File: src/rtl/intc_irq_src.sv
// Interrupt source latch/mask/priority controller with one-cycle irq pulse and claim/EOI handshake.
// Build option: define INTC_SYNC_EN to pass src through a 2-flop synchroniser (otherwise a single flop).
module intc_irq_src #(
  parameter int NSRC = 8
) (
  input  logic            clk,
  input  logic            rst,
  input  logic [NSRC-1:0] src,
  input  logic            irq_en_in,
  output logic            irq_out,
  input  logic [2:0]      reg_addr,
  input  logic [15:0]     reg_wdata,
  input  logic            reg_we,
  output logic [15:0]     reg_rdata,
  output logic            busy
);

  typedef enum logic [1:0] {
    IDLE    = 2'd0,
    REQ     = 2'd1,
    SERVICE = 2'd2
  } state_t;

  localparam logic [2:0] ADDR_PENDING = 3'd0;
  localparam logic [2:0] ADDR_MASK    = 3'd1;
  localparam logic [2:0] ADDR_EDGE    = 3'd2;
  localparam logic [2:0] ADDR_CLAIM   = 3'd3;
  localparam logic [2:0] ADDR_EOI     = 3'd4;
  localparam logic [2:0] ADDR_STATUS  = 3'd5;

  state_t          state_reg, state_next;
  logic            irq_reg, irq_next;
  logic            claim_valid_reg, claim_valid_next;
  logic [3:0]      claim_id_reg, claim_id_next;
  logic [NSRC-1:0] mask_reg;
  logic [NSRC-1:0] edge_reg;
  logic [NSRC-1:0] ep_reg, ep_next;
  logic [NSRC-1:0] s_reg;
  logic [NSRC-1:0] s_prev_reg;

  logic [NSRC-1:0] pending;
  logic [NSRC-1:0] req_vec;
  logic [3:0]      sel;
  logic            wr_pending;
  logic            wr_mask;
  logic            wr_edge;
  logic            wr_eoi;
  logic            accept;
  logic            unused_wdata;

  // Only the low NSRC write bits carry meaning; EOI ignores its data entirely.
  assign unused_wdata = ^reg_wdata;

  // ---------------------------------------------------------------------------
  // Source sampling
  // ---------------------------------------------------------------------------
`ifdef INTC_SYNC_EN
  logic [NSRC-1:0] meta_reg;

  always_ff @(posedge clk or posedge rst) begin
    if (rst) begin
      meta_reg <= '0;
      s_reg    <= '0;
    end else begin
      meta_reg <= src;
      s_reg    <= meta_reg;
    end
  end
`else
  always_ff @(posedge clk or posedge rst) begin
    if (rst) begin
      s_reg <= '0;
    end else begin
      s_reg <= src;
    end
  end
`endif

  always_ff @(posedge clk or posedge rst) begin
    if (rst) begin
      s_prev_reg <= '0;
    end else begin
      s_prev_reg <= s_reg;
    end
  end

  // ---------------------------------------------------------------------------
  // Register-port decode
  // ---------------------------------------------------------------------------
  assign wr_pending = reg_we && (reg_addr == ADDR_PENDING);
  assign wr_mask    = reg_we && (reg_addr == ADDR_MASK);
  assign wr_edge    = reg_we && (reg_addr == ADDR_EDGE);
  assign wr_eoi     = reg_we && (reg_addr == ADDR_EOI);
  assign accept     = (state_reg == REQ) && irq_en_in;

  always_ff @(posedge clk or posedge rst) begin
    if (rst) begin
      mask_reg <= '0;
      edge_reg <= '0;
    end else begin
      if (wr_mask) mask_reg <= reg_wdata[NSRC-1:0];
      if (wr_edge) edge_reg <= reg_wdata[NSRC-1:0];
    end
  end

  // ---------------------------------------------------------------------------
  // Edge-pending latches: a fresh rising edge beats any same-cycle clear
  // ---------------------------------------------------------------------------
  generate
    for (genvar gi = 0; gi < NSRC; gi++) begin : g_edge_pending
      logic rise;
      logic clr;

      assign rise = s_reg[gi] & ~s_prev_reg[gi];
      assign clr  = (wr_pending && reg_wdata[gi]) ||
                    (accept && (claim_id_reg == 4'(gi)));
      assign ep_next[gi] = rise | (ep_reg[gi] & ~clr);
    end
  endgenerate

  always_ff @(posedge clk or posedge rst) begin
    if (rst) begin
      ep_reg <= '0;
    end else begin
      ep_reg <= ep_next;
    end
  end

  // Level sources report their live sampled value; edge sources their latch.
  assign pending = (edge_reg & ep_reg) | (~edge_reg & s_reg);
  assign req_vec = pending & mask_reg;

  // Lowest index wins, so scan from the top and let lower hits overwrite.
  always_comb begin
    sel = '0;
    for (int i = NSRC - 1; i >= 0; i--) begin
      if (req_vec[i]) sel = 4'(i);
    end
  end

  // ---------------------------------------------------------------------------
  // Request / service FSM
  // ---------------------------------------------------------------------------
  always_ff @(posedge clk or posedge rst) begin
    if (rst) begin
      state_reg       <= IDLE;
      irq_reg         <= 1'b0;
      claim_valid_reg <= 1'b0;
      claim_id_reg    <= '0;
    end else begin
      state_reg       <= state_next;
      irq_reg         <= irq_next;
      claim_valid_reg <= claim_valid_next;
      claim_id_reg    <= claim_id_next;
    end
  end

  always_comb begin
    state_next       = state_reg;
    irq_next         = 1'b0;
    claim_valid_next = claim_valid_reg;
    claim_id_next    = claim_id_reg;
    case (state_reg)
      IDLE: begin
        if ((|req_vec) && irq_en_in) begin
          claim_valid_next = 1'b1;
          claim_id_next    = sel;
          irq_next         = 1'b1;
          state_next       = REQ;
        end
      end
      REQ: begin
        // The core either takes the pulse now or the request is withdrawn.
        if (irq_en_in) begin
          state_next = SERVICE;
        end else begin
          claim_valid_next = 1'b0;
          state_next       = IDLE;
        end
      end
      SERVICE: begin
        if (wr_eoi) begin
          claim_valid_next = 1'b0;
          state_next       = IDLE;
        end
      end
      default: begin
        claim_valid_next = 1'b0;
        state_next       = IDLE;
      end
    endcase
  end

  assign irq_out = irq_reg;
  assign busy    = (state_reg == REQ) || (state_reg == SERVICE);

  // ---------------------------------------------------------------------------
  // Read mux
  // ---------------------------------------------------------------------------
  always_comb begin
    reg_rdata = '0;
    case (reg_addr)
      ADDR_PENDING: reg_rdata[NSRC-1:0] = pending;
      ADDR_MASK:    reg_rdata[NSRC-1:0] = mask_reg;
      ADDR_EDGE:    reg_rdata[NSRC-1:0] = edge_reg;
      ADDR_CLAIM:   reg_rdata = {claim_valid_reg, 11'd0, claim_id_reg};
      ADDR_STATUS:  reg_rdata[1:0] = state_reg;
      default:      reg_rdata = '0;
    endcase
  end

endmodule

File: config.mk
export PLATFORM = sky130hd
export DESIGN_NAME = intc_irq_src
export DESIGN_NICKNAME = d
export VERILOG_FILES = /design/src/rtl/intc_irq_src.sv
export SDC_FILE = /design/constraint.sdc
export NUM_CORES = 1
export LEC_CHECK = 0
export ABC_AREA = 1
export CAP_MARGIN = 10
export CORE_ASPECT_RATIO = 1.75
export CORE_MARGIN = 10
export CORE_UTILIZATION = 51
export CTS_BUF_LIST = sky130_fd_sc_hd__clkbuf_4 sky130_fd_sc_hd__clkbuf_8 sky130_fd_sc_hd__clkbuf_16
export CTS_CLUSTER_SIZE = 12
export DETAILED_ROUTE_END_ITERATION = 10
export PLACE_DENSITY = 0.8
export SKIP_CTS_REPAIR_TIMING = 1
export SLEW_MARGIN = 15
export SYNTH_ARGS = -nofsm -noshare
export SYNTH_HDL_FRONTEND = slang
export SYNTH_SLANG_ARGS = --single-unit
File: constraint.sdc
create_clock -name clk -period 1.7 [get_ports clk]
set_input_delay 0.34 -clock clk [delete_from_list [all_inputs] [get_ports clk]]
set_output_delay 0.34 -clock clk [all_outputs]
set_load 0.01 [all_outputs]
==> After elaboration in Yosys (flattened, before gate mapping) <==
Index checks and enable logic that the tools add are counted.
Widths: inputs -> output; s select.
{ "totals": {"regBits": 48, "in_bits": 31, "output_inout_bits": 18, "wordCells": 130} }
{ "op_classes": {"n_eq_ne": 17, "n_mux": 21, "n_bitwise": 45, "n_reduce_logical": 38} }
{ "ops": {"columns": ["op", "count"], "rows": [
  ["$mux 4", 7],
  ["$and 8x8->8", 3],
  ["$pmux 6 s4", 1],
  ["$logic_and 1x1->1", 22],
  ["$and 1x1->1", 16],
  ["$eq 4x3->1 const B", 4],
  ["$not 1->1", 16],
  ["$pmux 2 s5", 1],
  ["$logic_or 1x1->1", 9],
  ["$eq 4x2->1 const B", 2],
  ["$mux 8", 1],
  ["$not 8->8", 1],
  ["$or 1x1->1", 8],
  ["$or 8x8->8", 1],
  ["$reduce_or 8->1", 1],
  ["$eq 3x2->1 const B", 2],
  ["$eq 3x3->1 const B", 2],
  ["$mux 2", 3],
  ["$ne 2x2->1 const B", 3],
  ["$pmux 2 s3", 1],
  ["$mux 1", 5],
  ["$eq 4x1->1 const B", 1],
  ["$logic_not 4->1", 1],
  ["$reduce_and 2->1", 2],
  ["other kinds (8)", 8]
]} }

==> Longest topological paths before layout <==
Gate-level depths: netlist of run 1.
{ "logic_depth": {"word_depth": 12, "ltp_mapped": 11, "ltp_nobuf": 11} }

==> Worst setup path after synthesis of run 1 <==
No wires, ideal clock.
{ "synth_path": {"path_type": "input port to output port", "start": "input reg_addr[0]", "end": "output reg_rdata[1]", "arrival_ns": 0.970, "required_ns": 1.360, "path_slack_ns": 0.390, "cell_stages": 8, "path_buffers": 0, "path_cell_list": "inv_2 nor2_4 nand2_1 inv_2 nand2_1 o21ai_1 a31oi_1 o211ai_1"} }
{ "synth_via": {"elab_chain_len": 2, "elab_cells_between_ends": 6, "classes_between": "4 x eq/ne; 1 x mux; 1 x reduce/logical"} }
{ "synth_lines": {"columns": ["item", "line", "rtl"], "rows": [
  ["start: declaration", "11", "input logic [2:0] reg_addr,"],
  ["$eq 3x3->1, or another cell as far along", "202", "case (reg_addr)"],
  ["$pmux 2 s5 *", "202", null],
  ["end: declaration", "14", "output logic [15:0] reg_rdata,"]
]} }
Mark *: on every way between the ends. The rest lies on a longest branch, timed or not.

==> Worst setup path after layout of run 1 <==
{ "layout_path": {"start": "input reg_addr[1]", "end": "output reg_rdata[0]"} }
The elaborated chain is that of the path after synthesis.

==> run_results.csv, run 1 <==
group,metric,value,unit
route,drtPass1Iterations,4,
placed_design,routabilityCongestion,0.8955,
run_status,violations,"setup timing",
critical_path,critPathTopFamily,"buffers and inverters",
synthesis,netlist_top_cells_area,"dfrtp_1, nand2_1, inv_1",
hold_path,holdPathStages,0,
critical_path,crit_cells,8,
layout,area_delta_synth_final,25.33,%
clock_network,clock_latency,300,ps
pwr,leakagePower,1.554,nW
critical_path,critPathBufInv,3,
clock_network,cts.path.max_buffers,2,
floorplan,initial_core_util,53.35,%
global_routing,globalRoute.totalOverflow,0,
route,routedWlPerCell,15.18,um
critical_path,cp.arrival,1370,ps
global_routing,grt_max_degree,48,
floorplan,core_area,4444,um2
synthesis,synth_fa_ha_area_share,1.583,%
synthesis,avgSynthCellArea,8.947,um2
synthesis,synth_top_family_by_area,"simple AND/OR/NAND/NOR gates",
route,drt_iter0_drc,82,
sta,period_needed,1714,ps
synthesis,synth_top_area_cell,"dfrtp_1",
synthesis,synth-xor-area-share,0,%
sta,drv_slew,0,
sta,fin_skew,1.668,ps
sta,holdWs,379.6,ps
pwr,ir_drop,0.0009391,V
placed_design,post-dp-hpwl,4.115,mm
synthesis,yosys.cell_types.count,29,
critical_path,cp_max_fo,3,
sta,final.period_utilization,100.8,%
clock_network,clock_sinks,47,
critical_path,cp_cell_sequence,"dlymetal6s2s_1 -> inv_2 -> nor2_4 -> nand2_1 -> o21ai_1 -> a21oi_1 -> o211ai_1 -> buf_2",
sta,max_freq,0.5834,GHz
layout,drive_gt1_share,24.92,%
critical_path,start_kind,"primary input",
job,drv_cap,0,
synthesis,synth_edf_count,0,
pwr,power_density,1101,nW/um2
floorplan,num_io_pins,49,
synthesis,ys.flop_type,"dfrtp_1",
hold_path,worstHoldPathType,"flop to flop",
critical_path,r2r_cells,7,
route,wirelength,5.646,mm
sta,setup_viol,1,
floorplan,dieWidth,71.54,um
critical_path,critPathSlowestCell,"nor2_4",
route,drc,0,
clock_network,path_clk_slew,80,ps
run_status,run_status,"finished with violations",
clock_network,h-tree-depth,2,
route,ant_nets,0,
synthesis,async_flop_share,100.0,%
synthesis,synth_most_common_cell,"nand2_1",
synthesis,ys_seq_area_share,49.60,%
critical_path,crit_required,1360,ps
placed_design,port_buffers,33,
synthesis,muxShareOfSynthArea,0,%
clock_network,cts_root_buf,"clkbuf_8",
critical_path,end_kind,"output port",
synthesis,ys_ff_latch,47,
placed_design,dpl_cell_area,2838,um2
synthesis,ys_warn_count,0,
layout,num_antenna_cells,0,
global_routing,grt_use_total,14.00,%
floorplan,die-height,110.2,um
floorplan,dieArea,7884,um2
floorplan,rows,32,
synthesis,synthTopCellsByCount,"nand2_1, dfrtp_1, inv_1, o22ai_1",
route,num_vias,1919,
global_routing,antenna_found_initial,0,
sta,fin_ws,-14.07,ps
critical_path,criticalPathCategory,"primary input to output port",
layout,nets,354,
route,vias_per_cell,5.159,
critical_path,cpPeakStageDelay,170,ps
synthesis,syn_area,2371,um2
clock_network,cts_buffers,5,
global_routing,grt_pass1_vias,1988,
sta,hold_viol,0,
synthesis,synth_compound_area_share,14.30,%
synthesis,syn_inst,265,
global_routing,grt_pass1_wl,8.983,mm
clock_network,cts_tree,"done",
synthesis,yosysTopAreaCellShare,49.60,%
synthesis,synth-simple-area-share,23.48,%
sta,rsz0062_at_grt,"yes",
layout,final_area,2972,um2
where the power goes:
| group | switching, mW | internal, mW | total, mW |
|---|---|---|---|
| Combinational | 0.675 | 0.481 | 1.16 |
| Clock | 0.372 | 0.282 | 0.654 |
| Sequential | 0.134 | 1.33 | 1.46 |
| Total | 1.18 | 2.09 | 3.27 |
per-stage QoR:
stage / cells / util, % / setup WS (ps) / power (mW) / TNS (ps)
floorplan: 271 / - / 243.9 / 2.218 / 0
global placement: 361 / 63.85 / -704.6 / 2.588 / -7794
detailed placement: 361 / 63.85 / -747.0 / 2.627 / -9235
CTS: 369 / 65.74 / -761.0 / 3.284 / -6576
global route: 372 / 66.86 / -77.20 / 3.487 / -186.7
finish: 372 / 66.86 / -14.07 / 3.271 / -14.07
cell usage in the layout, fill, tap and decap left out, types with 2 or more instances in the layout:
| master | n |
|---|---|
| nand3_2 | 7 |
| buf_6 | 2 |
| clkinv_2 | 3 |
| nand2_2 | 11 |
| nand2_4 | 5 |
| clkbuf_2 | 4 |
| buf_4 | 13 |
| o22ai_1 | 16 |
| ha_1 | 3 |
| clkbuf_8 | 5 |
| dlymetal6s2s_1 | 6 |
| nand2_1 | 60 |
| o21ai_1 | 13 |
| inv_1 | 40 |
| nand3_1 | 11 |
| nor2_4 | 6 |
| conb_1 | 7 |
| dfrtp_1 | 47 |
| inv_4 | 2 |
| o21ai_2 | 8 |
| nor2_1 | 2 |
| a21oi_1 | 3 |
| inv_2 | 6 |
| buf_2 | 3 |
| o211ai_1 | 6 |
| clkdlybuf4s50_1 | 20 |
logic make-up after synthesis:
kind of cell / count (synthesis)
DFF: 47
and+or+nand+nor: 105
AOI/OAI and AO/OA: 52
other: 1
adders and majority gates: 3
buffers and inverters: 57
layout make-up:
type | instances | area, um2
fill | 360 | 1473
sequential | 47 | 1176
multi-input combinational | 168 | 1005
timing repair buffer | 49 | 450.4
inverter | 48 | 185.2
clock buffer | 5 | 68.82
tap | 51 | 63.81
clock inverter | 3 | 15.01
timing repair inverter | 1 | 7.507
path summary, 6_finish.rpt:
path	startpoint	endpoint	slack, ps
max in group asynchronous	rst	ep_reg[0]	1070
min	s_reg[1]	s_prev_reg[1]	380
min reg2reg	s_reg[1]	s_prev_reg[1]	380
max	reg_addr[1]	reg_rdata[0]	-10
max reg2reg	state_reg[0]	ep_reg[5]	250
min in group asynchronous	rst	s_prev_reg[2]	400
routing by layer:
metal  track usage [%]  share of wire, %  vias to the layer above
met1             13.94                36                      911
met4             7.639               2.8                        0
met2             25.76                56                       46
li1                  -                 -                      950
met5                 0                 0                        -
met3             3.491               4.8                       12
Note: power is estimated with default switching activity, not from simulation.
==> run 2: changes to the inputs <==
Settings changed: CORE_UTILIZATION 51 to 62, DONT_BUFFER_PORTS from default to 1, PLACE_DENSITY 0.8 to 0.78.
==> run 2 against run 1 <==
Effect of this change: the flow now finishes without violations; die area down 14%; final cell count down 15%; clock power up 30%; utilization up 2.0 points; clock skew up 3.5 ps; global-route usage up 1.4 points; maximum frequency up 10%; first-iteration DRC count up 1.2%; count of clock-buffer cells in the layout up 1; register-to-register slack better by 30 ps; final area down 15%; critical path type is now flop to output port; critical endpoint is now reg_rdata[4]; largest power group unchanged; highest routed layer unchanged.
==> run_results.csv, run 2 (synthesis gave the netlist of run 1 again) <==
group,metric,value,unit
route,vias_per_cell,5.506,
layout,seq_area,1176,um2
floorplan,core_area,3665,um2
layout,final_area,2524,um2
sta,setup-tns-final,0,ps
global_routing,grt_use_total,15.41,%
route,routedWlPerCell,15.62,um
global_routing,grt_pass1_wl,8.142,mm
layout,mostFrequentLayoutCells,"nand2_1, dfrtp_1, inv_1",
critical_path,start_kind,"flop",
sta,period_needed,1558,ps
clock_network,cts_root_buf,"clkbuf_8",
placed_design,port_buffers,0,
pwr,ir_drop,0.0008332,V
pwr,power_frac_seq,45.6,%
sta,max_freq,0.6418,GHz
clock_network,clock_sinks,47,
pwr,switchingPower,1.110,mW
route,drc,0,
layout,fillers,316,
route,wirelength,4.967,mm
floorplan,rows,29,
critical_path,cp_max_fo,2,
critical_path,crit_required,1360,ps
layout,final_common_cell,"nand2_1",
clock_network,path_clk_slew,90,ps
global_routing,globalRoute.totalOverflow,0,
sta,rsz0062_at_grt,"no",
clock_network,h-tree-depth,2,
global_routing,grt_max_degree,48,
placed_design,place_ws,213.2,ps
clock_network,clock_latency,300,ps
pwr,switching_share,34.35,%
pwr,leakagePower,1.278,nW
critical_path,end_kind,"output port",
placed_design,dpl_cell_area,2396,um2
placed_design,placed_cells,309,
layout,drive_gt1_share,19.49,%
route,num_vias,1751,
layout,multi_input_area,959.7,um2
job,drv_cap,0,
pwr,p_int,2.122,mW
clock_network,cts.path.max_buffers,2,
layout,nets,305,
sta,fin_ws,142.0,ps
floorplan,die-height,101.8,um
critical_path,criticalPathCategory,"flop to output port",
clock_network,cts_buffers,5,
global_routing,antenna_found_initial,0,
route,drtPass1Iterations,4,
sta,holdWs,54.19,ps
pwr,power_density,1281,nW/um2
sta,setup_viol,0,
critical_path,cp.arrival,1220,ps
layout,layoutNonFillerInstCount,318,
sta,final.period_utilization,91.65,%
sta,drv_slew,0,
floorplan,dieWidth,66.75,um
run_status,run_status,"completed",
route,drt_iter0_drc,83,
layout,num_antenna_cells,0,
sta,hold_viol,0,
global_routing,grt_pass1_vias,1839,
clock_network,cts_tree,"done",
pwr,power_frac_comb,28.1,%
floorplan,num_io_pins,49,
placed_design,routabilityCongestion,0.8820,
pwr,power_frac_clock,26.3,%
placed_design,post-dp-hpwl,3.683,mm
floorplan,initial_core_util,64.70,%
layout,area_delta_synth_final,6.438,%
sta,fin_skew,5.213,ps
route,ant_nets,0,
floorplan,dieArea,6795,um2
hold_path,worstHoldPathType,"primary input to flop",
[run 2: changes by cell type in the layout (fill, tap and decap cells not counted), sizes merged]
cell	before	now
buf	19	1
bufinv	0	1
clkbuf	9	6
clkdlybuf4s50	20	0
clkinv	3	1
clkinvlp	1	0
dlygate4sd3	0	1
dlymetal6s2s	6	0
nor2	9	8
[run 2: critical path: stages (launching register included)]
cell and delay, ps:
dfrtp_1 400, inv_1 80, nand2_1 70, a32oi_1 180, o21ai_0 200
[run 2: final cells by class]
type | count | area share [%]
Multi-Input combinational cell | 167 | 38.03
Tap cell | 46 | 2.281
Sequential cell | 47 | 46.60
Clock buffer | 6 | 3.272
Clock inverter | 2 | 1.388
Timing Repair Buffer | 2 | 1.190
Inverter | 48 | 7.238
[run 2: power by group through the flow]
stage | Combinational [mW] | Sequential [mW] | Clock [mW]
3_3_place_gp | 0.885 | 1.49 | 0
3_5_place_dp | 0.907 | 1.49 | 0
2_1_floorplan | 0.759 | 1.46 | 0
5_1_grt | 1.05 | 1.50 | 0.893
4_1_cts | 0.917 | 1.47 | 0.868
6_report | 0.908 | 1.48 | 0.849
[run 2: per-stage QoR]
step	utilization, %	power [mW]
2_1_floorplan	-	2.218
3_3_place_gp	65.38	2.370
3_5_place_dp	65.38	2.401
4_1_cts	68.59	3.257
5_1_grt	68.86	3.446
6_report	68.86	3.232
[run 2: path summary, 6_finish.rpt]
kind	slack, ps	start	end	depth (start not counted)
worst max-delay path	140	s_reg[4]	reg_rdata[4]	4
worst min register to register	380	s_reg[7]	s_prev_reg[7]	0
worst min-delay path	50	src[6]	s_reg[6]	0
min in group asynchronous	520	rst	s_prev_reg[2]	3
max in group asynchronous	970	rst	ep_reg[0]	3
worst max register to register	280	state_reg[1]	ep_reg[1]	7
[run 2: layer usage]
metal,global-route usage [%],wire length (um),part of all wire (%),vias to the layer above
li1,-,-,-,852
met1,15.65,1835,37,836
met2,26.91,2718,55,53
met3,4.199,294,5.9,10
met4,9.076,119,2.4,0
met5,0,0,0,-
==> run 3: changes to the inputs <==
Settings changed: CORE_ASPECT_RATIO 1.75 to default.
==> run 3 against run 2 <==
Effect of this change: maximum frequency decreased by 1.8%; final cell count increased by 0.63%; first-iteration DRC count is 86% higher; via count is 0.34% higher; count of clock-buffer cells in the layout is 1 lower; routed wire length is 0.89% higher; sequential share of layout area fell by 0.39 points; flip-flop and latch count did not move; die area down 1.4%; critical endpoint is now reg_rdata[0]; clock skew decreased by 0.88 ps; final area is 0.84% higher; global-route usage grew 1.3 points; critical path type unchanged.
==> run_results.csv, run 3 (synthesis gave the netlist of run 1 again) <==
group,metric,value,unit
global_routing,grt_max_degree,48,
route,wl_met2,2.464,mm
pwr,p_total,3.347,mW
layout,mostFrequentLayoutCells,"nand2_1, dfrtp_1, inv_1",
sta,setup_viol,0,
route,drtPass1Iterations,4,
floorplan,dieArea,6698,um2
floorplan,die-height,81.84,um
pwr,power_density,1315,nW/um2
critical_path,cp.arrival,1250,ps
critical_path,cp_cell_sequence,"nand3_1 -> o21ai_0 -> a21oi_1 -> o211ai_1",
layout,drive_gt1_share,19.49,%
layout,multi_input_area,959.7,um2
layout,area_delta_synth_final,7.335,%
critical_path,cp_max_fo,4,
critical_path,critPathSlowestCell,"dfrtp_1",
route,top_layer_used,"met4",
hold_path,holdPathEnd,"s_reg[4]",
critical_path,worstReg2RegStart,"state_reg[1]",
sta,fin_skew,4.329,ps
layout,num_antenna_cells,0,
sta,final.period_utilization,93.29,%
clock_network,h-tree-depth,2,
floorplan,initial_core_util,64.28,%
job,drv_cap,0,
sta,hold_viol,0,
layout,layoutNonFillerInstCount,320,
hold_path,holdPathStages,0,
route,met1_length,2.043,mm
route,num_vias,1757,
placed_design,placed_cells,311,
sta,drv_slew,0,
route,dr_wl_met3,448,um
layout,final_common_cell,"nand2_1",
route,wirelength,5.011,mm
layout,nets,305,
critical_path,end_kind,"output port",
hold_path,worstHoldPathType,"primary input to flop",
floorplan,core_area,3689,um2
floorplan,num_io_pins,49,
route,drc,0,
route,vias_per_cell,5.491,
global_routing,grt_pass1_wl,8.763,mm
placed_design,place_ws,213.3,ps
hold_path,min-delay-start,"src[4]",
placed_design,port_buffers,0,
clock_network,clock_latency,300,ps
critical_path,criticalPathCategory,"flop to output port",
run_status,run_status,"completed",
critical_path,crit_required,1360,ps
sta,setup-tns-final,0,ps
critical_path,start_kind,"flop",
floorplan,rows,22,
clock_network,path_clk_slew,90,ps
global_routing,globalRoute.totalOverflow,0,
clock_network,cts_tree,"done",
sta,period_needed,1586,ps
global_routing,grt_use_total,16.75,%
critical_path,cpPeakStageDelay,430,ps
placed_design,post-dp-hpwl,3.651,mm
placed_design,routabilityCongestion,0.8215,
layout,seq_area,1176,um2
global_routing,grt_pass1_vias,1861,
pwr,leakagePower,1.282,nW
sta,holdWs,63.38,ps
pwr,ir_drop,0.0009188,V
layout,fillers,316,
sta,fin_ws,114.0,ps
critical_path,r2r_end,"ep_reg[7]",
clock_network,cts_root_buf,"clkbuf_8",
global_routing,antenna_found_initial,0,
clock_network,cts.path.max_buffers,2,
clock_network,clock_sinks,47,
sta,rsz0062_at_grt,"no",
critical_path,r2r_slack,280,ps
route,routedWlPerCell,15.66,um
floorplan,dieWidth,81.84,um
route,drt_iter0_drc,154,
critical_path,r2r_cells,7,
sta,max_freq,0.6305,GHz
clock_network,cts_buffers,5,
route,ant_nets,0,
run 3: worst max path at each step:
stage	startpoint	to	depth (start not counted)
floorplan	rst	claim_id_reg[0]	1
global placement	reg_addr[0]	reg_rdata[4]	5
detailed placement	reg_addr[0]	reg_rdata[4]	5
CTS	state_reg[0]	reg_rdata[0]	4
global route	state_reg[0]	reg_rdata[0]	4
finish	state_reg[0]	reg_rdata[0]	4
run 3: critical path: cells and delay by family (launching register included):
family,cells,cell delay [ps]
compound gates,3,420
simple gates,1,100
flops,1,430
run 3: cell type report:
type | instances | share of cell area [%]
timing repair buffer | 2 | 1.180
tap | 48 | 2.360
sequential | 47 | 46.21
multi-input combinational | 167 | 37.71
clock buffer | 5 | 2.704
inverter | 48 | 7.178
clock inverter | 3 | 2.655
run 3: where the power goes:
| part | leakage (nW) | switching, mW | internal (mW) |
|---|---|---|---|
| Combinational | 0.665 | 0.591 | 0.319 |
| Sequential | 0.552 | 0.146 | 1.33 |
| Clock | 0.0644 | 0.379 | 0.586 |
| Total | 1.28 | 1.12 | 2.23 |
run 3: routing by layer:
layer | GRT usage [%] | vias to the layer above
met3 | 6.223 | 7
met2 | 27.04 | 62
met5 | 0 | -
met4 | 4.422 | 0
li1 | - | 854
met1 | 20.70 | 834
run 3: through the flow:
stage	cell area, um2	utilization (%)
final	2545	69.00
after detailed placement	2399	65.03
after global routing	2545	69.00
after CTS	2535	68.72
after floorplan	2394	-
after global placement	2399	65.03
